[src/rtl/inst_mem_pkg.sv]
// Shared instruction-memory definitions: default depth, loader FSM states and word/address types.
package inst_mem_pkg;

    localparam int INST_ADDR_WIDTH = 5;

    typedef enum logic [1:0] {
        LDR_IDLE,
        LDR_LOAD,
        LDR_CHECK,
        LDR_FIN
    } ldr_state_t;

    typedef logic [31:0] word_t;
    typedef logic [31:0] byte_addr_t;

endpackage

[src/rtl/inst_rom_loader_if.sv]
// Byte-stream valid/ready channel feeding the instruction-store loader.
interface inst_rom_loader_if;

    logic       s_valid;
    logic [7:0] s_data;
    logic       s_ready;

    modport master (output s_valid, output s_data, input s_ready);
    modport slave  (input s_valid, input s_data, output s_ready);

endinterface

[src/rtl/byte_to_word_packer.sv]
// Collects four accepted stream bytes into one 32-bit word; word_valid pulses the cycle after the 4th byte.
module byte_to_word_packer
    import inst_mem_pkg::*;
#(
    parameter int SWAP_BYTES = 1
) (
    input  logic       clock,
    input  logic       reset,
    input  logic       clear,
    input  logic       byte_valid,
    input  logic [7:0] byte_data,
    output logic       last_byte,
    output logic       word_valid,
    output word_t      word
);

    logic [1:0] byte_cnt;
    word_t      shreg;
    word_t      shreg_next;

    // Lane order: SWAP_BYTES puts the first stream byte in the MSB lane.
    always_comb begin
        shreg_next = shreg;
        if (SWAP_BYTES != 0) shreg_next = {shreg[23:0], byte_data};
        else                 shreg_next = {byte_data, shreg[31:8]};
    end

    assign last_byte = (byte_cnt == 2'd3);

    always_ff @(posedge clock) begin
        if (reset) begin
            byte_cnt   <= 2'd0;
            shreg      <= '0;
            word_valid <= 1'b0;
            word       <= '0;
        end else begin
            word_valid <= 1'b0;
            if (clear) begin
                byte_cnt <= 2'd0;
            end else if (byte_valid) begin
                shreg    <= shreg_next;
                byte_cnt <= byte_cnt + 2'd1;
                if (last_byte) begin
                    word_valid <= 1'b1;
                    word       <= shreg_next;
                end
            end
        end
    end

endmodule

[src/rtl/inst_rom_loader.sv]
// Instruction-store writer: byte stream -> 32-bit RAM writes, holds the CPU while loading.
// Optional LOADER_CHECKSUM_EN adds an XOR checksum word after the image.
//  state     | meaning
//  LDR_IDLE  | waiting for start, stream not accepted
//  LDR_LOAD  | accepting image bytes, one RAM write per 4 bytes
//  LDR_CHECK | accepting 4 checksum bytes, compared against XOR of stored words
//  LDR_FIN   | done pulse, release CPU
module inst_rom_loader
    import inst_mem_pkg::*;
#(
    parameter int ADDR_WIDTH = INST_ADDR_WIDTH,
    parameter int SWAP_BYTES = 1
) (
    input  logic                clock,
    input  logic                reset,
    input  logic                start,
    input  logic [ADDR_WIDTH:0] num_words,
    inst_rom_loader_if.slave    s,
    output logic                mem_we,
    output byte_addr_t          mem_addr,
    output word_t               mem_wdata,
    output logic                busy,
    output logic                cpu_hold,
    output logic                done,
    output logic                err
);

    localparam logic [ADDR_WIDTH:0]   DEPTH   = (ADDR_WIDTH+1)'(2 ** ADDR_WIDTH);
    localparam logic [ADDR_WIDTH-1:0] IDX_ONE = {{(ADDR_WIDTH-1){1'b0}}, 1'b1};

    ldr_state_t            state;
    logic [ADDR_WIDTH-1:0] word_idx;
    logic [ADDR_WIDTH-1:0] last_idx;
    logic                  s_ready_q;
    logic                  hs;
    logic                  pk_last;
    logic                  pk_valid;
    word_t                 pk_word;

    assign hs        = s.s_valid & s_ready_q;
    assign s.s_ready = s_ready_q;
    assign mem_addr  = {{(30-ADDR_WIDTH){1'b0}}, word_idx, 2'b00};
    assign mem_wdata = pk_word;
    assign cpu_hold  = busy;

    byte_to_word_packer #(.SWAP_BYTES(SWAP_BYTES)) u_packer (
        .clock      (clock),
        .reset      (reset),
        .clear      (state == LDR_IDLE),
        .byte_valid (hs),
        .byte_data  (s.s_data),
        .last_byte  (pk_last),
        .word_valid (pk_valid),
        .word       (pk_word)
    );

`ifdef LOADER_CHECKSUM_EN
    word_t csum;
    // The checksum word goes through the packer too but must never reach the RAM.
    assign mem_we = pk_valid && (state == LDR_LOAD);
`else
    assign mem_we = pk_valid;
`endif

    always_ff @(posedge clock) begin
        if (reset) begin
            state     <= LDR_IDLE;
            s_ready_q <= 1'b0;
            busy      <= 1'b0;
            done      <= 1'b0;
            err       <= 1'b0;
            word_idx  <= '0;
            last_idx  <= '0;
`ifdef LOADER_CHECKSUM_EN
            csum      <= '0;
`endif
        end else begin
            done <= 1'b0;
            case (state)
                LDR_IDLE: begin
                    if (start) begin
                        if (num_words == '0) begin
                            state <= LDR_FIN;
                            busy  <= 1'b1;
                            done  <= 1'b1;
                            err   <= 1'b0;
                        end else if (num_words > DEPTH) begin
                            err <= 1'b1;
                        end else begin
                            state     <= LDR_LOAD;
                            busy      <= 1'b1;
                            err       <= 1'b0;
                            s_ready_q <= 1'b1;
                            word_idx  <= '0;
                            last_idx  <= num_words[ADDR_WIDTH-1:0] - IDX_ONE;
`ifdef LOADER_CHECKSUM_EN
                            csum      <= '0;
`endif
                        end
                    end
                end
                LDR_LOAD: begin
                    // Drop ready on the 4th byte so the write cycle is a bubble.
                    if (hs && pk_last) s_ready_q <= 1'b0;
                    if (pk_valid) begin
                        word_idx <= word_idx + IDX_ONE;
`ifdef LOADER_CHECKSUM_EN
                        csum <= csum ^ pk_word;
`endif
                        if (word_idx == last_idx) begin
`ifdef LOADER_CHECKSUM_EN
                            state     <= LDR_CHECK;
                            s_ready_q <= 1'b1;
`else
                            state <= LDR_FIN;
                            done  <= 1'b1;
`endif
                        end else begin
                            s_ready_q <= 1'b1;
                        end
                    end
                end
`ifdef LOADER_CHECKSUM_EN
                LDR_CHECK: begin
                    if (hs && pk_last) s_ready_q <= 1'b0;
                    if (pk_valid) begin
                        err   <= (pk_word != csum);
                        state <= LDR_FIN;
                        done  <= 1'b1;
                    end
                end
`endif
                LDR_FIN: begin
                    state <= LDR_IDLE;
                    busy  <= 1'b0;
                end
                default: state <= LDR_IDLE;
            endcase
        end
    end

endmodule

[src/flat_wrapper.sv]
// flat-port wrapper written by rule: the top's interface ports become plain ports
module inst_rom_loader_flat import inst_mem_pkg::*;
#(
    parameter int ADDR_WIDTH = INST_ADDR_WIDTH,
    parameter int SWAP_BYTES = 1
)
  (clock, reset, start, num_words, mem_we, mem_addr, mem_wdata, busy, cpu_hold, done, err, s_s_valid, s_s_data, s_s_ready);
  inst_rom_loader_if s_i ();
  input  logic clock;
  input  logic reset;
  input  logic start;
  input  logic [ADDR_WIDTH:0] num_words;
  output logic mem_we;
  output byte_addr_t mem_addr;
  output word_t mem_wdata;
  output logic busy;
  output logic cpu_hold;
  output logic done;
  output logic err;
  input wire logic [$bits(s_i.s_valid)-1:0] s_s_valid;
  input wire logic [$bits(s_i.s_data)-1:0] s_s_data;
  output wire logic [$bits(s_i.s_ready)-1:0] s_s_ready;
  assign s_i.s_valid = s_s_valid;
  assign s_i.s_data = s_s_data;
  assign s_s_ready = s_i.s_ready;
  inst_rom_loader #(.ADDR_WIDTH(ADDR_WIDTH), .SWAP_BYTES(SWAP_BYTES)) u_core (.clock(clock), .reset(reset), .start(start), .num_words(num_words), .s(s_i), .mem_we(mem_we), .mem_addr(mem_addr), .mem_wdata(mem_wdata), .busy(busy), .cpu_hold(cpu_hold), .done(done), .err(err));
endmodule
[config.mk]
export PLATFORM = sky130hd
export DESIGN_NAME = inst_rom_loader_flat
export DESIGN_NICKNAME = d
export VERILOG_FILES = /design/src/rtl/inst_mem_pkg.sv /design/src/rtl/inst_rom_loader_if.sv /design/src/rtl/byte_to_word_packer.sv /design/src/rtl/inst_rom_loader.sv /design/src/flat_wrapper.sv
export SDC_FILE = /design/constraint.sdc
export NUM_CORES = 1
export LEC_CHECK = 0
export CAP_MARGIN = 20
export CORE_MARGIN = 5
export CORE_UTILIZATION = 37
export CTS_BUF_LIST = sky130_fd_sc_hd__clkbuf_4
export CTS_CLUSTER_DIAMETER = 60
export CTS_CLUSTER_SIZE = 30
export DETAILED_ROUTE_END_ITERATION = 8
export GPL_TIMING_DRIVEN = 0
export HOLD_SLACK_MARGIN = 0.03
export PLACE_DENSITY = 0.64
export SYNTH_ARGS = -nofsm -noshare
export SYNTH_HDL_FRONTEND = slang
export SYNTH_SLANG_ARGS = --single-unit
[constraint.sdc]
create_clock -name clock -period 2.7 [get_ports clock]
set_clock_uncertainty 0.15 [all_clocks]
set_input_delay 0.27 -clock clock [delete_from_list [all_inputs] [get_ports clock]]
set_output_delay 0.27 -clock clock [all_outputs]
set_load 0.02 [all_outputs]
==> run_results.csv <==
group,metric,value,unit
worst_hold_path,hp-class,"primary input to flop",
outcome,outcome,"finished, final reports clean",
grt,grt_pass1_wl,14.0,mm
die,io_pins,88,
finish,syn2layout_area_growth,29.2,%
sta,rsz0062_at_grt,"false",
critical_path,cp.arrival,2550,ps
sta,setup_viol_count_final,0,
synthesis,netlist_area,0.00333,mm2
routing,wl_per_cell,13.3,um
sta,slew_viol_final,0,
grt,antenna_found_initial,0,
routing,first_pass_iters,5,
die,dieHeight,105,um
critical_path,cp_max_fo,10,
sta,hold_violations,0,
placement,dpl.hpwl,6.17,mm
die,initial_core_util,0.380,
synthesis,synth-seq-cells,75,
critical_path,worst-path-stages,9,
synthesis,synthCells,410,
critical_path,endpoint_kind,"flop",
power,power_density,621,mW/mm2
critical_path,required,2880,ps
sta,fin_crit_sh,0.876,
critical_path,r2r_cells,9,
routing,finalWirelength,8.23,mm
die,die_w,105,um
routing,detail_route.vias_per_cell,4.74,
clocking,cts_root_buf,"clkbuf_4",
finish,fin_cells,618,
finish,multi_input_area,0.00159,mm2
finish,drive_gt1_frac,0.120,
die,rows,34,
routing,dr_total_vias,2928,
critical_path,path_buf_inv,4,
grt,grt_max_degree,13,
critical_path,cp_common_cell,"clkbuf_1",
routing,highest_layer,"met4",
placement,portBuffers,59,
worst_hold_path,whs_path_depth,4,
synthesis,synth_cell_types,47,
synthesis,ys.warnings.count,0,
finish,seqCellArea,0.00150,mm2
clocking,cts_hold_buf,0,
synthesis,syn_avg_cell_area,8.12,um2
clocking,post_cts_buffers,0,
critical_path,critPathLaunchType,"flop",
placement,placed_cells,603,
sta,relSlewSlack,0.553,
routing,postRouteAntennaNets,0,
sta,setup-tns-final,0,ps
synthesis,synth-main-ff-cell,"dfxtp_1",
grt,grt_pass1_vias,2914,
critical_path,critPathMaxStageDelay,400,ps
die,coreArea,0.00876,mm2
critical_path,critPathKind,"flop to flop",
grt,grt_overflow,0,
sta,max_freq,423,MHz
critical_path,cp_top_family,"buffers and inverters",
critical_path,startpoint,"u_core.state[1]",
clocking,cts_sinks,75,
grt,groute.usage.overall,0.152,
placement,routabilityCongestion,0.836,
synthesis,synth-edff-count,0,
power,p_total,2670,uW
power,power.leakage,0.00162,uW
synthesis,ys_seq_area_frac,0.451,
power,irDropWorstVdd,0.000270,V
finish,fin_util,0.491,
routing,wl_met1,3.68,mm
finish,n_antenna_cell,0,
clocking,cts_buffers,9,
routing,remaining_drc_errors,0,
clocking,clock_path_buffers,2,
synthesis,synthArstFlopShare,0,
worst_hold_path,min_from,"reset",
routing,dr_wl_met2,3.87,mm
clocking,path_clk_slew,130,ps
sta,fin_crit,2370,ps
clocking,cts_tree,"built",
routing,met3WireLength,618,um
critical_path,crit_slowest_cell,"dfxtp_1",
die,dieArea,0.0110,mm2
critical_path,r2r-start,"u_core.state[1]",
clocking,htree_levels,3,
flow_run,maxCapViolations,0,
clocking,ctsResizeCount,0,
sta,max_slew.worst_pin.slew,668,ps
clocking,clk_latency,420,ps
finish,nFillCells,870,
critical_path,crit_chain,"inv_1 > ha_1 > and3b_1 > clkbuf_1 > and2_1 > clkbuf_1 > buf_2 > nand2_1 > a21oi_1",
routing,drt_iter0_markers,113,
finish,nNetsFinal,531,
[path summary, 6_finish.rpt]
path | to | slack [ps]
setup / recovery | u_core.u_packer.word[18] | 330
hold / removal | u_core.word_idx[0] | 230
setup reg to reg | u_core.u_packer.word[18] | 330
hold reg to reg | u_core.u_packer.word[29] | 300
[stage by stage]
step,hold slack (ps),cell area (um2),worst slack (ps)
after floorplan,212,3430,780
after global placement,291,4150,71.3
after detailed placement,299,4150,21.3
after CTS,206,4300,352
after global routing,271,4300,130
final,235,4300,334
[kinds of logic after synthesis]
logic type / after synthesis / share of synthesized area
buf+inv: 61 / 0.102
xor+xnor: 10 / 0.0263
simple gates: 165 / 0.215
compound gates: 85 / 0.157
mux: 6 / 0.0214
fa+ha+maj: 7 / 0.0263
other cells: 1 / 0.00113
flops: 75 / 0.451
[synth_stat cells (2+ instances only)]
cell / n / area, um2
clkbuf_1: 19 / 71.3
nand2_1: 124 / 465
a21oi_1: 62 / 310
nor2b_1: 3 / 18.8
and3_1: 2 / 12.5
ha_1: 7 / 87.6
mux2i_1: 3 / 30.0
nor2_1: 12 / 45.0
buf_4: 28 / 210
xor2_1: 7 / 61.3
nand2b_1: 4 / 25.0
buf_2: 4 / 20.0
inv_1: 9 / 33.8
o21ai_0: 2 / 10.0
o32ai_1: 2 / 17.5
a211oi_2: 5 / 62.6
nand4_1: 3 / 18.8
xnor2_1: 3 / 26.3
nor3_1: 5 / 25.0
and3b_1: 2 / 17.5
mux2_4: 2 / 30.0
dfxtp_1: 75 / 1500
nand3_1: 3 / 15.0
[power breakdown]
part / total [uW] / switching, uW / internal, uW
logic: 716 / 420 / 295
registers: 1210 / 44.7 / 1160
clock network: 748 / 383 / 365
[registers in the layout, indices dropped and copies added, names as in the netlist]
name	count
u_core.u_packer.word	32
u_core.err	1
u_core.u_packer.word_valid	1
u_core.u_packer.byte_cnt	2
u_core.word_idx	5
u_core.u_packer.shreg	24
u_core.s.s_ready	1
u_core.busy	1
u_core.done	1
u_core.state	2
u_core.last_idx	5
[worst reg2reg max path, stage by stage (launching register included)]
cell      delay (ps)
dfxtp_1          400
inv_1            100
ha_1             280
and3b_1          250
clkbuf_1         270
and2_1           170
clkbuf_1         180
buf_2            250
nand2_1           70
a21oi_1          150
[layout make-up]
class                           count  area share
Clock buffer                        9      0.0157
Multi-Input combinational cell    300       0.369
Tap cell                          108      0.0314
Timing Repair Buffer               59       0.137
Buffer                             52      0.0710
Sequential cell                    75       0.349
Inverter                            9     0.00785
Clock inverter                      6      0.0189
[cell usage in the layout, fill, tap and decap left out, types with 3 or more instances in the layout]
master           count
a21oi_1             62
nand2b_1             4
nor3_1               5
xor2_1               7
inv_1                9
conb_1              27
nor2_1              12
nand2_1            124
a211oi_2             5
mux2i_1              3
nand3_1              3
xnor2_1              3
nor2b_1              3
dfxtp_1             75
buf_4               28
clkdlybuf4s50_1     59
nand4_1              3
ha_1                 7
buf_2                4
clkbuf_1            19
clkbuf_4             9
[layer usage]
layer,vias to the layer above,GRT usage
li1,1496,-
met1,1345,0.190
met2,83,0.244
met3,4,0.0493
met4,0,0.0548
met5,-,0
(Power assumes the default switching activity.)
